--- src/rtl/jk_bank_arbiter.sv ---
// jk_bank_arbiter: round-robin arbiter sharing one master-slave JK bank among NREQ requesters.
// A granted command updates the master stage, then commits to the visible slave q one cycle later.

module jk_master_cell #(
  parameter int TOGGLE_EN = 0
) (
  input  logic j,
  input  logic k,
  input  logic m,
  input  logic q,
  output logic m_nxt
);
  always_comb begin
    case ({j, k})
      2'b10:   m_nxt = 1'b1;
      2'b01:   m_nxt = 1'b0;
      2'b11:   m_nxt = (TOGGLE_EN != 0) ? ~q : m;
      default: m_nxt = m;
    endcase
  end
endmodule

module jk_bank_arbiter #(
  parameter int NREQ      = 4,
  parameter int NBITS     = 8,
  parameter int TOGGLE_EN = 0
) (
  input  logic                     clk,
  input  logic                     rst,
  input  logic [NREQ-1:0]          req_valid,
  output logic [NREQ-1:0]          req_ready,
  input  logic [NREQ*NBITS-1:0]    req_j,
  input  logic [NREQ*NBITS-1:0]    req_k,
  output logic [NBITS-1:0]         q,
  output logic [NBITS-1:0]         qn,
  output logic                     rsp_valid,
  output logic [$clog2(NREQ)-1:0]  rsp_id,
  output logic                     busy
);
  localparam int IDW = $clog2(NREQ);
  localparam logic [IDW:0] NREQ_W = (IDW+1)'(NREQ);
  localparam logic [IDW-1:0] LAST_ID = IDW'(NREQ - 1);

  typedef enum logic [1:0] {IDLE, MASTER, SLAVE} state_t;

  state_t                      state;
  logic [IDW-1:0]              rr_ptr, cur_id, gnt_id;
  logic [IDW:0]                cand;
  logic                        gnt_found, hs;
  logic [NBITS-1:0]            cmd_j, cmd_k, master, master_nxt;
  logic [NREQ-1:0][NBITS-1:0]  req_j_a, req_k_a;

  assign req_j_a = req_j;
  assign req_k_a = req_k;
  assign busy    = (state != IDLE);

  // First valid requester at or after rr_ptr, wrapping modulo NREQ.
  always_comb begin
    gnt_found = 1'b0;
    gnt_id    = '0;
    cand      = '0;
    for (int o = 0; o < NREQ; o++) begin
      cand = {1'b0, rr_ptr} + (IDW+1)'(o);
      if (cand >= NREQ_W) cand = cand - NREQ_W;
      if (!gnt_found && req_valid[cand[IDW-1:0]]) begin
        gnt_found = 1'b1;
        gnt_id    = cand[IDW-1:0];
      end
    end
  end

  // Reset dominates: no grant is offered while rst is high.
  always_comb begin
    req_ready = '0;
    if (state == IDLE && !rst && gnt_found) req_ready[gnt_id] = 1'b1;
  end

  assign hs = |(req_ready & req_valid);

  for (genvar b = 0; b < NBITS; b++) begin : g_cell
    jk_master_cell #(.TOGGLE_EN(TOGGLE_EN)) u_cell (
      .j     (cmd_j[b]),
      .k     (cmd_k[b]),
      .m     (master[b]),
      .q     (q[b]),
      .m_nxt (master_nxt[b])
    );
  end

  always_ff @(posedge clk) begin
    if (rst) begin
      state     <= IDLE;
      master    <= '0;
      q         <= '0;
      qn        <= '1;
      rsp_valid <= 1'b0;
      rsp_id    <= '0;
      rr_ptr    <= '0;
      cur_id    <= '0;
      cmd_j     <= '0;
      cmd_k     <= '0;
    end else begin
      rsp_valid <= 1'b0;
      case (state)
        IDLE: if (hs) begin
          cmd_j  <= req_j_a[gnt_id];
          cmd_k  <= req_k_a[gnt_id];
          cur_id <= gnt_id;
          rr_ptr <= (gnt_id == LAST_ID) ? '0 : gnt_id + 1'b1;
          state  <= MASTER;
        end
        MASTER: begin
          master <= master_nxt;
          state  <= SLAVE;
        end
        SLAVE: begin
          q         <= master;
          qn        <= ~master;
          rsp_valid <= 1'b1;
          rsp_id    <= cur_id;
          state     <= IDLE;
        end
        default: state <= IDLE;
      endcase
    end
  end
endmodule

--- config.mk ---
export PLATFORM = sky130hd
export DESIGN_NAME = jk_bank_arbiter
export DESIGN_NICKNAME = d
export VERILOG_FILES = /design/src/rtl/jk_bank_arbiter.sv
export SDC_FILE = /design/constraint.sdc
export NUM_CORES = 1
export LEC_CHECK = 0
export CAP_MARGIN = 20
export CORE_MARGIN = 2
export CORE_UTILIZATION = 49
export CTS_CLUSTER_DIAMETER = 30
export DETAILED_ROUTE_END_ITERATION = 16
export GPL_ROUTABILITY_DRIVEN = 0
export PLACE_DENSITY_LB_ADDON = 0.08
export RECOVER_POWER = 100
export SYNTH_ARGS = -nofsm -noshare
export SYNTH_HDL_FRONTEND = slang
export SYNTH_HIERARCHICAL = 1
export SYNTH_SLANG_ARGS = --single-unit
--- constraint.sdc ---
create_clock -name clk -period 9 [get_ports clk]
set_clock_uncertainty 0.15 [all_clocks]
set_input_delay 2.25 -clock clk [delete_from_list [all_inputs] [get_ports clk]]
set_output_delay 2.25 -clock clk [all_outputs]
set_load 0.02 [all_outputs]
=== Word-level counts from Yosys, hierarchy flattened ===
Cells that the tools add are included.

* Add/subtract/negate cells: 8
* Multipliers: 0
* Div/mod/pow operators: 0
* $lt $le $gt $ge: 10
* Equality and inequality tests: 20
* Shift operators: 0
* Muxes and demuxes: 39
* Bitwise logic cells: 2
* Reductions and logical operators: 30

{| class="wikitable"
|+ Operators with widths
! operator !! count
|-
| $bmux W8 S2 || 2
|-
| $eq A2 B2 Y1 const B || 10
|-
| $mux W2 || 10
|-
| $eq A2 B1 Y1 const B || 9
|-
| $reduce_and A2 Y1 || 9
|-
| $reduce_bool A2 Y1 || 9
|-
| $mux W8 || 2
|-
| $pmux W1 S2 || 8
|-
| $lt A2 B3 Y1 const B || 5
|-
| $mux W1 || 10
|-
| $ge A3 B3 Y1 const B || 3
|-
| $bmux W1 S2 || 4
|-
| $not A8 Y8 || 1
|-
| $sub A2 B1 Y2 const B || 4
|-
| $add A2 B2 Y3 const B || 2
|-
| $logic_and A1 B1 Y1 || 6
|-
| $and A4 B4 Y4 || 1
|-
| $logic_not A1 Y1 || 4
|-
| $mux W4 || 1
|-
| $pmux W2 S2 || 1
|-
| $reduce_or A4 Y1 || 1
|-
| $add A2 B1 Y3 const B || 1
|-
| $ge A2 B3 Y1 const B || 1
|-
| $add A2 B1 Y2 const B || 1
|-
| other kinds (4) || 4
|}

* Register bits after elaboration: 49
* Latch bits: 0
* RAM bits: 0
* Memory bits (read-only): 0
* Input port bits: 70
* Output and inout bits: 24
* Memories kept: 0

=== Logic depth before layout (Yosys ltp) ===
* Depth after elaboration: 23
* Gate-level depth with buffers: 12
* Gate-level depth less buffers: 9

=== By module ===
The synthesis kept the hierarchy.

{| class="wikitable"
|+ By module, submodules not included
! module !! times used !! cells an instance !! area an instance (um2)
|-
| jk_bank_arbiter || 1 || 292 || 2524.9
|-
| jk_master_cell || 8 || 3 || 31.3
|}

=== Worst setup path before layout ===
No wires, ideal clock.

* Path kind: input -> output
* Start point: input port req_valid[3]
* End point: output port req_ready[1]
* Data arrival time: 3.687 ns
* Required time: 6.600 ns
* Path slack: 2.913 ns
* Cell stages on the path: 5
* Path buffers: 2
* Cell sequence: clkbuf_1 > nor2_1 > nor3_2 > buf_2 > nor3b_1

* Longest elaborated chain between the ends: 17

{| class="wikitable"
|+ RTL lines
! what !! RTL line !! source
|-
| from (decl) || 30 || <nowiki>input logic [NREQ-1:0] req_valid,</nowiki>
|-
| $bmux W1 S2 || 65 || <nowiki>if (!gnt_found && req_valid[cand[IDW-1:0]]) begin</nowiki>
|-
| $mux W1 (implied by the code) || 65 ||
|-
| $mux W1 || 65 ||
|-
| $logic_not A1 Y1 || 65 ||
|-
| $logic_and A1 B1 Y1 || 65 ||
|-
| $mux W1 || 65 ||
|-
| $logic_not A1 Y1 || 65 ||
|-
| $logic_and A1 B1 Y1 || 65 ||
|-
| $mux W1 || 65 ||
|-
| $logic_not A1 Y1 || 65 ||
|-
| $logic_and A1 B1 Y1 || 65 ||
|-
| $mux W2 || 65 ||
|-
| $lt A2 B3 Y1 (implied by the code) or $ge A2 B1 Y1 (tied branches) || 75 || <nowiki>if (state == IDLE && !rst && gnt_found) req_ready[gnt_id] = 1'b1;</nowiki>
|-
| $logic_and A1 B1 Y1 (implied by the code) || 75 ||
|-
| $mux W1 (implied by the code) || 75 ||
|-
| $demux W1 S2 || 75 ||
|-
| $mux W4 (*) || 75 ||
|-
| to (decl) || 31 || <nowiki>output logic [NREQ-1:0] req_ready,</nowiki>
|}

Every way passes the cells marked *; elsewhere a longest branch is shown, timed or not. The select of a mux whose other input is x is not followed.

=== Worst setup path after layout ===
* Start point: input port req_valid[2]
* End point: output port req_ready[3]

Same word-level chain as after synthesis.

==> reports/metrics.yaml <==
timing:
  relSlewSlack: -0.04419
  fin_crit_ps: 7846
  slew_viol_final: 17
  max_freq_ghz: 0.1275
  min_period_over_period: 0.8717
  grt_setup_unrepaired: "no"
  whs_ps: 301.7
  hold_viol: 0
  tightestPinTransition_ps: 1563
  fin_setup_tns_ps: 0
  setup_violations: 0
clock_network:
  clock-sinks: 49
  clkTransAtPathRegs_ps: 90
  numCtsBuffers: 5
  post_cts_buffers: 0
  root_buffer: "clkbuf_8"
  htree_levels: 2
  clk_latency_ps: 300
  cts_hold_buf: 0
  cts_resized: 0
  clk_path_buf_depth: 2
  cts_tree: "done"
floorplan:
  die_w_um: 79.26
  initial_core_util: 0.5071
  rows: 27
  fp.coreArea_mm2: 0.005473
  die_h_um: 79.26
  dieArea_mm2: 0.006281
  io_pins: 94
layout:
  drive_gt1_frac: 0.08354
  final_util: 0.6914
  final-seq-area_um2: 980.9
  fillCellCount: 469
  n_antenna_cell: 0
  area_delta_synth_final_pct: 36.34
  multi_input_area_mm2: 0.001563
  fin_nets: 473
route:
  routedWlPerCell_um: 14.06
  detail-route-antenna-nets: 0
  viasPerCell: 5.435
  dr.pass1.iters: 4
  dr_total_vias: 2538
  drtIter0Drc: 84
  wl_mm: 6.566
  drc: 0
global_route:
  grt_pass1_vias: 2426
  track_usage: 0.2164
  antenna_found_initial: 0
  grt_pass1_wl_mm: 10.97
  grt_max_degree: 35
  gr-total-overflow: 0
status:
  violations: "max-capacitance violations, max-slew violations"
  status: "finished, violations left"
logic_synthesis:
  yosysWarnings: 6
  synth_edf_count: 0
  ys_ff_latch: 49
  synth_ff_type: "dfxtp_1"
  synth_fp_nets: 395
  avgSynthCellArea_um2: 8.782
  synth_cells: 316
  yosysSeqAreaShare: 0.3535
  synth.cell_area_mm2: 0.002775
  yosys.cell_types.count: 39
  synthArstFlopShare: 0
power_and_ir_drop:
  power_density_mw_per_mm2: 147.5
  leakagePower_nw: 1.439
  peakVddDrop_mv: 0.07616
  total_power_uw: 558.0
worst_setup_path:
  path_class: "in -> out"
  critPathMaxFanout: 22
  required_ps: 6600
  reg2reg_slack_ps: 4920
  critPathArrivalTime_ps: 5450
  cp-start-kind: "input pin"
  end_kind: "output port"
place:
  hpwlAfterDp_mm: 5.145
  numPortBuffers: 93
flow_run:
  cap_violations: 1
worst_hold_path:
  worst_hold_path_type: "reg -> reg"
==> layout make-up <==
type | instances | area share
clock buffers | 6 | 0.01918
clock inverters | 2 | 0.003968
inverters | 28 | 0.02778
multi-input cells | 213 | 0.4130
flip-flops and latches | 49 | 0.2593
well taps | 72 | 0.02381
repair buffers | 97 | 0.2530
==> path summary, 6_finish.rpt <==
check	startpoint	depth (start not counted)	end
hold / removal	q[7]	2	q[7]
hold reg to reg	q[7]	2	q[7]
setup reg to reg	rr_ptr[1]	10	cmd_j[7]
setup / recovery	req_valid[2]	9	req_ready[3]
==> report_power, final <==
part / internal (mW) / total, mW / switching (mW)
combinational: 0.0910 / 0.185 / 0.0936
sequential: 0.235 / 0.248 / 0.0124
clock: 0.0548 / 0.125 / 0.0707
total: 0.381 / 0.558 / 0.177
==> Yosys cell counts (all sizes together), types with 7 or more instances <==
library cell / count / area (um2)
dfxtp: 49 / 980.9
nand2: 39 / 153.9
inv: 28 / 105.1
a21oi: 24 / 127.6
a211o: 19 / 166.4
clkbuf: 18 / 67.56
mux2i: 17 / 170.2
nand4: 16 / 100.1
o221ai: 16 / 202.7
o31ai: 16 / 120.1
nor2: 13 / 48.80
ha: 9 / 112.6
buf: 8 / 51.29
mux2: 8 / 120.1
nand2b: 8 / 50.05
o21ai: 7 / 35.03
==> flip-flops by register name (all words and copies together), names as in the netlist <==
register,count
cmd_j,8
cur_id,2
rsp_id,2
rr_ptr,2
rsp_valid,1
master,8
q,8
qn,8
cmd_k,8
state,2
==> logic make-up after synthesis <==
family                   after synthesis  synth area share
adder cells (fa/ha/maj)                9           0.04058
flip-flops                            49            0.3535
AO/OA/AOI/OAI                         89            0.2592
multiplexers                          25            0.1046
buffers and inverters                 54           0.08070
AND/OR/NAND/NOR                       90            0.1614
==> metrics by stage <==
| stage | setup WS (ps) | cell area (um2) | instances |
|---|---|---|---|
| 2_1_floorplan | 2913 | 2775 | 316 |
| 3_3_place_gp | 1879 | 3714 | 459 |
| 3_5_place_dp | 1783 | 3714 | 459 |
| 4_1_cts | 1778 | 3801 | 467 |
| 5_1_grt | 970.8 | 3784 | 467 |
| 6_report | 1154 | 3784 | 467 |
==> per-layer routing <==
layer | global-route usage | routed length [um] | up-vias
met5 | 0 | 0 | -
met3 | 0.04205 | 445 | 10
li1 | - | - | 1292
met2 | 0.3525 | 3056 | 108
met4 | 0.07069 | 87 | 0
met1 | 0.2877 | 2976 | 1128
==> worst max-delay path, cell delays in order <==
cell	delay (ps)
dlygate4sd3_1	660
nand2_1	110
a21oi_1	1090
nor3_4	40
buf_4	290
ha_1	230
inv_1	70
nor2_1	40
dlygate4sd3_1	650
==> cells in the final DEF (no fill, tap or decap), types with 2 or more instances in the layout <==
master / Yosys / final
inv_1: 28 / 28
buf_4: 2 / 3
ha_1: 9 / 9
mux2_4: 8 / 8
nor3_1: 2 / 2
nor3b_1: 2 / 2
o221ai_2: 10 / 10
o31ai_1: 16 / 16
nand4_1: 16 / 16
dfxtp_1: 49 / 49
clkbuf_8: 0 / 5
a21o_1: 2 / 2
mux2i_1: 17 / 17
clkinvlp_4: 0 / 2
a21oi_1: 22 / 23
nand2b_1: 8 / 8
a211o_1: 19 / 19
nand2_1: 38 / 38
o21ai_0: 5 / 5
o221ai_1: 6 / 6
clkdlybuf4s50_1: 0 / 67
nor2_1: 13 / 13
dlygate4sd3_1: 0 / 26
or3_1: 2 / 2
o21ai_1: 2 / 2
clkbuf_1: 18 / 2
Note: power is estimated with default switching activity, not from simulation.
